$ cat src/rtl/stack_exec_if.sv
// stack_exec_if: request/status bundle between the selection decoder and the stack executor.
interface stack_exec_if #(parameter int DATA_W = 8);
    logic              valid;
    logic [1:0]        selector;
    logic [2:0]        op_code;
    logic [DATA_W-1:0] push_data;
    logic              ready;
    logic              done;
    logic [DATA_W-1:0] top_data;
    logic [2:0]        flags;
    modport master (output valid, selector, op_code, push_data, input ready, done, top_data, flags);
    modport slave (input valid, selector, op_code, push_data, output ready, done, top_data, flags);
endinterface

$ cat src/rtl/stack_exec_unit.sv
// stack_exec_unit: LIFO executing push/pop/binary ALU requests with status flags.
// Define STACK_STICKY_ERR_EN to make the error flag hold until reset.
module stack_exec_unit #(
    parameter int DATA_W = 8,
    parameter int DEPTH  = 8,
    parameter int PTR_W  = 3
) (
    input logic         clk,
    input logic         rst,
    stack_exec_if.slave bus
);
    typedef enum logic [2:0] {IDLE, EXEC, ALU_RD, ALU_EX, ALU_WB} state_t;
    state_t            r_state, w_state_nxt;
    logic [DATA_W-1:0] r_mem [DEPTH];
    logic [PTR_W:0]    r_sp, w_sp_nxt;
    logic [1:0]        r_sel;
    logic [2:0]        r_op;
    logic [DATA_W-1:0] r_din, r_b, r_res, r_top, w_top_nxt, w_a, w_res, w_wdata;
    logic              r_empty, r_full, r_err, r_done;
    logic              w_ready, w_fin, w_err, w_we, w_alu_go, w_ge2;
    logic [PTR_W-1:0]  w_m1, w_m2, w_waddr;

    assign w_m1     = r_sp[PTR_W-1:0] - PTR_W'(1);
    assign w_m2     = r_sp[PTR_W-1:0] - PTR_W'(2);
    assign w_ge2    = r_sp > (PTR_W+1)'(1);
    assign w_a      = r_mem[w_m2];
    assign w_alu_go = bus.selector == 2'b01 && bus.op_code != 3'b100 && bus.op_code != 3'b111 && w_ge2;
    assign w_res    = r_op == 3'b000 ? w_a + r_b :
                      r_op == 3'b001 ? w_a - r_b :
                      r_op == 3'b010 ? w_a & r_b :
                      r_op == 3'b011 ? w_a | r_b :
                      r_op == 3'b101 ? w_a ^ r_b :
                      r_op == 3'b110 ? ~(w_a & r_b) : '0;

    always_ff @(posedge clk) begin
        if (rst) r_state <= IDLE;
        else     r_state <= w_state_nxt;
    end

    always_comb begin
        w_state_nxt = r_state;
        case (r_state)
            IDLE:    w_state_nxt = bus.valid ? (w_alu_go ? ALU_RD : EXEC) : IDLE;
            ALU_RD:  w_state_nxt = ALU_EX;
            ALU_EX:  w_state_nxt = ALU_WB;
            default: w_state_nxt = IDLE;
        endcase
    end

    always_comb begin
        w_ready = r_state == IDLE;
        w_fin   = r_state == EXEC || r_state == ALU_WB;
    end

    // Every stack/flag update is resolved here and committed on the done edge.
    always_comb begin
        w_sp_nxt  = r_sp;
        w_top_nxt = r_top;
        w_err     = 1'b0;
        w_we      = 1'b0;
        w_waddr   = r_sp[PTR_W-1:0];
        w_wdata   = r_din;
        if (r_state == ALU_WB) begin
            w_we      = 1'b1;
            w_waddr   = w_m2;
            w_wdata   = r_res;
            w_sp_nxt  = r_sp - (PTR_W+1)'(1);
            w_top_nxt = r_res;
        end else if (r_state == EXEC) begin
            case (r_sel)
                2'b01: w_err = 1'b1;
                2'b10: begin
                    w_err     = r_full;
                    w_we      = !r_full;
                    w_sp_nxt  = r_full ? r_sp : r_sp + (PTR_W+1)'(1);
                    w_top_nxt = r_full ? r_top : r_din;
                end
                2'b11: begin
                    w_err     = r_empty;
                    w_sp_nxt  = r_empty ? r_sp : r_sp - (PTR_W+1)'(1);
                    w_top_nxt = r_empty ? r_top : (w_ge2 ? r_mem[w_m2] : '0);
                end
                default: w_err = 1'b0;
            endcase
        end
    end

    always_ff @(posedge clk) begin
        if (w_we && !rst) r_mem[w_waddr] <= w_wdata;
    end

    always_ff @(posedge clk) begin
        if (rst) begin
            r_sp    <= '0;
            r_top   <= '0;
            r_empty <= 1'b1;
            r_full  <= 1'b0;
            r_err   <= 1'b0;
            r_done  <= 1'b0;
            r_sel   <= '0;
            r_op    <= '0;
            r_din   <= '0;
            r_b     <= '0;
            r_res   <= '0;
        end else begin
            r_done <= w_fin;
            if (w_fin) begin
                r_sp    <= w_sp_nxt;
                r_top   <= w_top_nxt;
                r_empty <= w_sp_nxt == '0;
                r_full  <= w_sp_nxt == (PTR_W+1)'(DEPTH);
`ifdef STACK_STICKY_ERR_EN
                r_err   <= r_err | w_err;
`else
                r_err   <= w_err;
`endif
            end
            if (w_ready && bus.valid) begin
                r_sel <= bus.selector;
                r_op  <= bus.op_code;
                r_din <= bus.push_data;
            end
            if (r_state == ALU_RD) r_b <= r_mem[w_m1];
            if (r_state == ALU_EX) r_res <= w_res;
        end
    end

    assign bus.ready    = w_ready;
    assign bus.done     = r_done;
    assign bus.top_data = r_top;
    assign bus.flags    = {r_err, r_full, r_empty};
endmodule

$ cat src/flat_wrapper.sv
// flat-port wrapper written by rule: the top's interface ports become plain ports
module stack_exec_unit_flat 
#(
    parameter int DATA_W = 8,
    parameter int DEPTH  = 8,
    parameter int PTR_W  = 3
)
  (clk, rst, bus_valid, bus_selector, bus_op_code, bus_push_data, bus_ready, bus_done, bus_top_data, bus_flags);
  stack_exec_if #(.DATA_W(DATA_W)) bus_i ();
  input logic clk;
  input logic rst;
  input wire logic [$bits(bus_i.valid)-1:0] bus_valid;
  input wire logic [$bits(bus_i.selector)-1:0] bus_selector;
  input wire logic [$bits(bus_i.op_code)-1:0] bus_op_code;
  input wire logic [$bits(bus_i.push_data)-1:0] bus_push_data;
  output wire logic [$bits(bus_i.ready)-1:0] bus_ready;
  output wire logic [$bits(bus_i.done)-1:0] bus_done;
  output wire logic [$bits(bus_i.top_data)-1:0] bus_top_data;
  output wire logic [$bits(bus_i.flags)-1:0] bus_flags;
  assign bus_i.valid = bus_valid;
  assign bus_i.selector = bus_selector;
  assign bus_i.op_code = bus_op_code;
  assign bus_i.push_data = bus_push_data;
  assign bus_ready = bus_i.ready;
  assign bus_done = bus_i.done;
  assign bus_top_data = bus_i.top_data;
  assign bus_flags = bus_i.flags;
  stack_exec_unit #(.DATA_W(DATA_W), .DEPTH(DEPTH), .PTR_W(PTR_W)) u_core (.clk(clk), .rst(rst), .bus(bus_i));
endmodule
$ cat config.mk
export PLATFORM = sky130hd
export DESIGN_NAME = stack_exec_unit_flat
export DESIGN_NICKNAME = d
export VERILOG_FILES = /design/src/rtl/stack_exec_if.sv /design/src/rtl/stack_exec_unit.sv /design/src/flat_wrapper.sv
export SDC_FILE = /design/constraint.sdc
export NUM_CORES = 1
export LEC_CHECK = 0
export CORE_AREA = 4 4 151 95
export CTS_CLUSTER_SIZE = 40
export DETAILED_ROUTE_END_ITERATION = 6
export DIE_AREA = 0 0 155 99
export HOLD_SLACK_MARGIN = 0.08
export PLACE_DENSITY = 0.65
export SYNTH_ARGS = -nofsm -noshare
export SYNTH_HDL_FRONTEND = slang
export SYNTH_SLANG_ARGS = --single-unit
$ cat constraint.sdc
create_clock -name clk -period 8.25 [get_ports clk]
set_input_delay 1.65 -clock clk [delete_from_list [all_inputs] [get_ports clk]]
set_output_delay 1.65 -clock clk [all_outputs]
set_load 0.02 [all_outputs]
# After elaboration in Yosys (flattened, before gate mapping)
# Memory sizes are Yosys's and may differ from the RTL's. A register that Yosys moved wholly into a read port is not among the register bits.
# Cells that the tools add are included.
# W data, S select, Z words.
# word_totals
ff_bits,40
ram_bits,64
input_bits,16
word_cells,85
mem_count,1
# memory_table
name,words,word_bits,rd,rd_clocked_by_memory_dff,wr,line,source
u_core.r_mem,8,8,2,1,1,stack_exec_unit.sv:14,logic [DATA_W-1:0] r_mem [DEPTH];
# op_classes
add_sub_neg,6
order_cmp,1
n_eq_ne,18
muxes,30
bitwise,4
n_reduce_logical,14
# ops
cell,n
$mux W8,12
$mux W4,4
$pmux W8 S2,1
$eq A3 B2 Y1 const B,4
$ne A3 B3 Y1 const B,4
$eq A3 B3 Y1 const B,3
$pmux W3 S3,1
$add A8 B8 Y8,1
$and A8 B8 Y8,1
$not A8 Y8,1
$or A8 B8 Y8,1
$pmux W4 S2,1
$sub A8 B8 Y8,1
$xor A8 B8 Y8,1
$mux W1,7
$eq A3 B1 Y1 const B,2
$logic_not A3 Y1,2
$mux W3,2
$logic_and A1 B1 Y1,5
$reduce_and A5 Y1,1
$add A4 B1 Y4 const B,1
$eq A2 B1 Y1 const B,2
$eq A2 B2 Y1 const B,2
$eq A4 B4 Y1 const B,1
other kinds (11),12

# Depth between registers and ports, before layout
# An unclocked memory read counts as a cell.
# logic_depth
depth_word,10
mapped_depth,14
ltp_nobuf,12

# Least setup slack after synthesis
# No wires, ideal clock.
# synth_path
path_type,reg-to-reg
startpoint,register u_core.r_sp[1]
endpoint,register u_core.r_res[6]
setup_ns,0.131
arrival_time_ns,3.382
slack_ns,4.737
path_stages_with_launch,15
path_buffers,2
synth_period_minus_slack_ns,3.513
cell_sequence,dfxtp_1 clkbuf_1 inv_1 ha_1 buf_1 mux2_4 inv_1 ha_1 fa_1 o21bai_1 a21oi_1 o31ai_1 xnor2_1 a221oi_1 nor3_1
# synth_between
elab_chain_len,10
word_cells_on_any_way,14
cone_classes,add/sub (3); mux (6); bitwise (4); memory (1)
# synth_lines
element,line,source
from (decl),stack_exec_unit.sv:15,"logic [PTR_W:0] r_sp, w_sp_nxt;"
from (signal assigned),stack_exec_unit.sv:108,r_sp <= w_sp_nxt;
$sub A3 B2 Y3 (*),stack_exec_unit.sv:24,assign w_m2 = r_sp[PTR_W-1:0] - PTR_W'(2);
$mem_v2 Z8 W8 (*),--,
branches (longest 7 deep; another with $sub A8 B8 Y8),--,
$mux W8 (*),stack_exec_unit.sv:28,assign w_res = r_op == 3'b000 ? w_a + r_b :
to (signal assigned),stack_exec_unit.sv:124,if (r_state == ALU_EX) r_res <= w_res;
to (decl),stack_exec_unit.sv:18,"logic [DATA_W-1:0] r_din, r_b, r_res, r_top, w_top_nxt, w_a, w_res, w_wdata;"
# Every way passes the cells marked *.
# A chain may end at the register's enable or synchronous reset.

# Worst setup path after layout
# layout_path
startpoint,register u_core.r_sp[2]
endpoint,register u_core.r_res[7]
# The elaborated chain is that of the path after synthesis.

==> results.ini <==
[cts]
clock-sinks=112
cts_buffer_depth=2
clk-insertion-delay-late_ns=0.35
cts_resized=0
clk_pin_slew_worst_paths_ns=0.08
tritoncts=built
root_buffer=clkbuf_16
post_cts_buffers=0
cts-hold-fix-buffers=0
htree_levels=3
cts_made_buffers=9

[timing]
period_share_pct=45.9
tns_ns=0
hold_viol=0
min_period_ns=3.79
finalClockSkew_ns=0.0133
relSlewSlack_pct=25.6
fmax_mhz=264
slew_violations=0
grt_setup_unrepaired=false
finalSetupViolCount=0
tightest_slew_ns=1.11

[finish]
final_util_pct=54.5
fill_cells=1097
seqCellArea_mm2=0.00288
multi_input_area_mm2=0.00319
area_growth_pct=8.97
num_antenna_cells=0
drive_above_1_share_pct=8.61
nets=624

[setup_path]
path_cells=inv_1 -> ha_1 -> mux2_4 -> inv_1 -> ha_1 -> nor3_1 -> o31ai_1 -> a2bb2oi_1 -> xnor2_1 -> nand2_1 -> a311oi_1
cp.arrival_ns=4.05
slowest_stage=ha_1
cp_num_buf_inv=2
r2r_slack_ns=4.46
cp-end-kind=flip-flop
worst-setup-path-type=reg2reg
start_kind=flip-flop
cp_max_fo=12
cpLargestDelayFamily=adder cells
reg2reg_from=u_core.r_sp[2]
crit_required_ns=8.51
critPathLaunch=u_core.r_sp[2]
cpPeakStageDelay_ns=0.75

[synthesis]
synth.most_common_cell=nand2_1
synth-edff-count=64
synth_top_flop_cell=edfxtp_1
synth_top_cell_by_area=edfxtp_1
synth_top_area_share_pct=30.1
synth-async-reset-ratio_pct=0
post_synth_instance_area_mm2=0.00639
seq_area_frac_synth_pct=45.1
ys_warn_count=0
syn_area_per_cell_um2=11.1
synth-seq-cells=112
synthTopCellsByCount=nand2_1, edfxtp_1, nor2_1
synthCells=576
ys_types=67
syn_nets=624
yosys-top-cells-area=edfxtp_1, dfxtp_1, mux4_2

[outcome]
status=complete, no violations

[die]
fp.dieW_um=155
start_util_pct=50.0
pin_count=29
die_area_mm2=0.0153
core_mm2=0.0128
rows=32
die_h_um=99

[pwr]
leakage_nw=2.44
peakVddDrop_v=0.0000912
powerDensity_mw_per_mm2=158

[global_routing]
grt_max_degree=51
grt_pass1_wl_um=25300
grt_usage_pct=20.9
grt_overflow=0
grt_pass1_vias=4472
grt_antenna_before_repair=0

[detailed_routing]
vias_per_cell=6.21
wl_per_cell_um=21.2
vias=4666
final_antenna_net_count=0
wirelength_um=15900
drtIter0Drc=498
drt-pass1-iter-count=7
route.detailed.drc=0

[place]
gp_congestion=0.876
dp_hpwl_um=11400
io_buffer_count=28

[min_path]
min_path_type=reg2reg
min-delay-start=u_core.r_din[3]

[flow_run]
max_cap_viol_count=0

==> registers in the layout, summed over array words and instances (netlist names) <==
signal and count:
u_core.r_mem 64, u_core.bus.top_data 8, u_core.r_b 8, u_core.r_din 8, u_core.r_res 8, u_core.r_sp 4
u_core.r_op 3, u_core.r_state 3, u_core.r_sel 2, u_core.bus.done 1, u_core.r_empty 1, u_core.r_err 1
u_core.r_full 1
==> stage by stage <==
step                      total power [mW]  std cells  setup WS [ns]  cell area (um^2)  hold slack [ns]
final                                 1.10        751           4.46              6960            0.484
after global routing                  1.14        751           4.35              6960            0.499
after CTS                             1.11        751           4.55              6960            0.479
after detailed placement             0.710        735           4.51              6700            0.471
after global placement               0.708        735           4.57              6700            0.459
after floorplan                      0.679        576           4.74              6390            0.449
==> power breakdown <==
part,internal [mW],switching (mW)
clock,0.205,0.198
combinational,0.0364,0.0526
sequential,0.597,0.0124
total,0.838,0.263
==> per-layer routing <==
layer / global-route usage (%) / vias to the layer above / wire, um
met3: 4.17 / 17 / 1140
met1: 33.8 / 2336 / 7990
met4: 3.93 / 0 / 168
li1: - / 2147 / -
met2: 29.0 / 166 / 6610
met5: 0 / - / 0
==> worst register-to-register path, cell delays in order (launching register included) <==
cell	delay [ns]
dfxtp_1	0.59
inv_1	0.14
ha_1	0.75
mux2_4	0.39
inv_1	0.06
ha_1	0.32
nor3_1	0.48
o31ai_1	0.21
a2bb2oi_1	0.28
xnor2_1	0.15
nand2_1	0.07
a311oi_1	0.26
==> cell type report <==
class / instances / share of cell area (%)
clock buffers: 11 / 3.34
clock inverters: 5 / 0.449
inverters: 30 / 1.62
multi-input cells: 392 / 45.8
flip-flops and latches: 112 / 41.4
well taps: 170 / 3.05
repair buffers: 31 / 4.28
==> cell usage in the layout, fill, tap and decap left out, types with 6 or more instances in the layout <==
cell type,synthesis,final
nand2_1,66,66
edfxtp_1,64,64
nor2_1,49,49
dfxtp_1,48,47
a21oi_1,35,35
ha_1,30,30
inv_1,29,29
clkdlybuf4s50_1,0,27
nor3_1,18,18
mux4_2,18,18
a211oi_1,18,18
mux4_1,14,14
mux2i_1,12,12
xnor2_1,10,10
o21ai_0,9,9
clkbuf_16,0,9
mux2_4,8,8
a222oi_1,8,8
nor2b_1,6,6
o211ai_1,6,6
==> logic make-up (layout without fill, tap and decap cells) <==
family | Yosys count | after routing | share of synthesized area [%]
AOI/OAI and AO/OA | 122 | 122 | 13.1
xor gates and xnor gates | 14 | 14 | 2.04
buffers and inverters | 72 | 77 | 4.93
DFF | 112 | 112 | 45.1
adders and majority gates | 32 | 32 | 6.50
and+or+nand+nor | 172 | 172 | 12.4
muxes | 52 | 52 | 15.9
==> worst paths after layout <==
path                                         to  depth (start not counted)
worst min-delay path            u_core.r_din[3]                          2
worst max-delay path            u_core.r_res[7]                         11
worst max register to register  u_core.r_res[7]                         11
worst min register to register  u_core.r_din[3]                          2
Power figures use the tool's default switching activity.
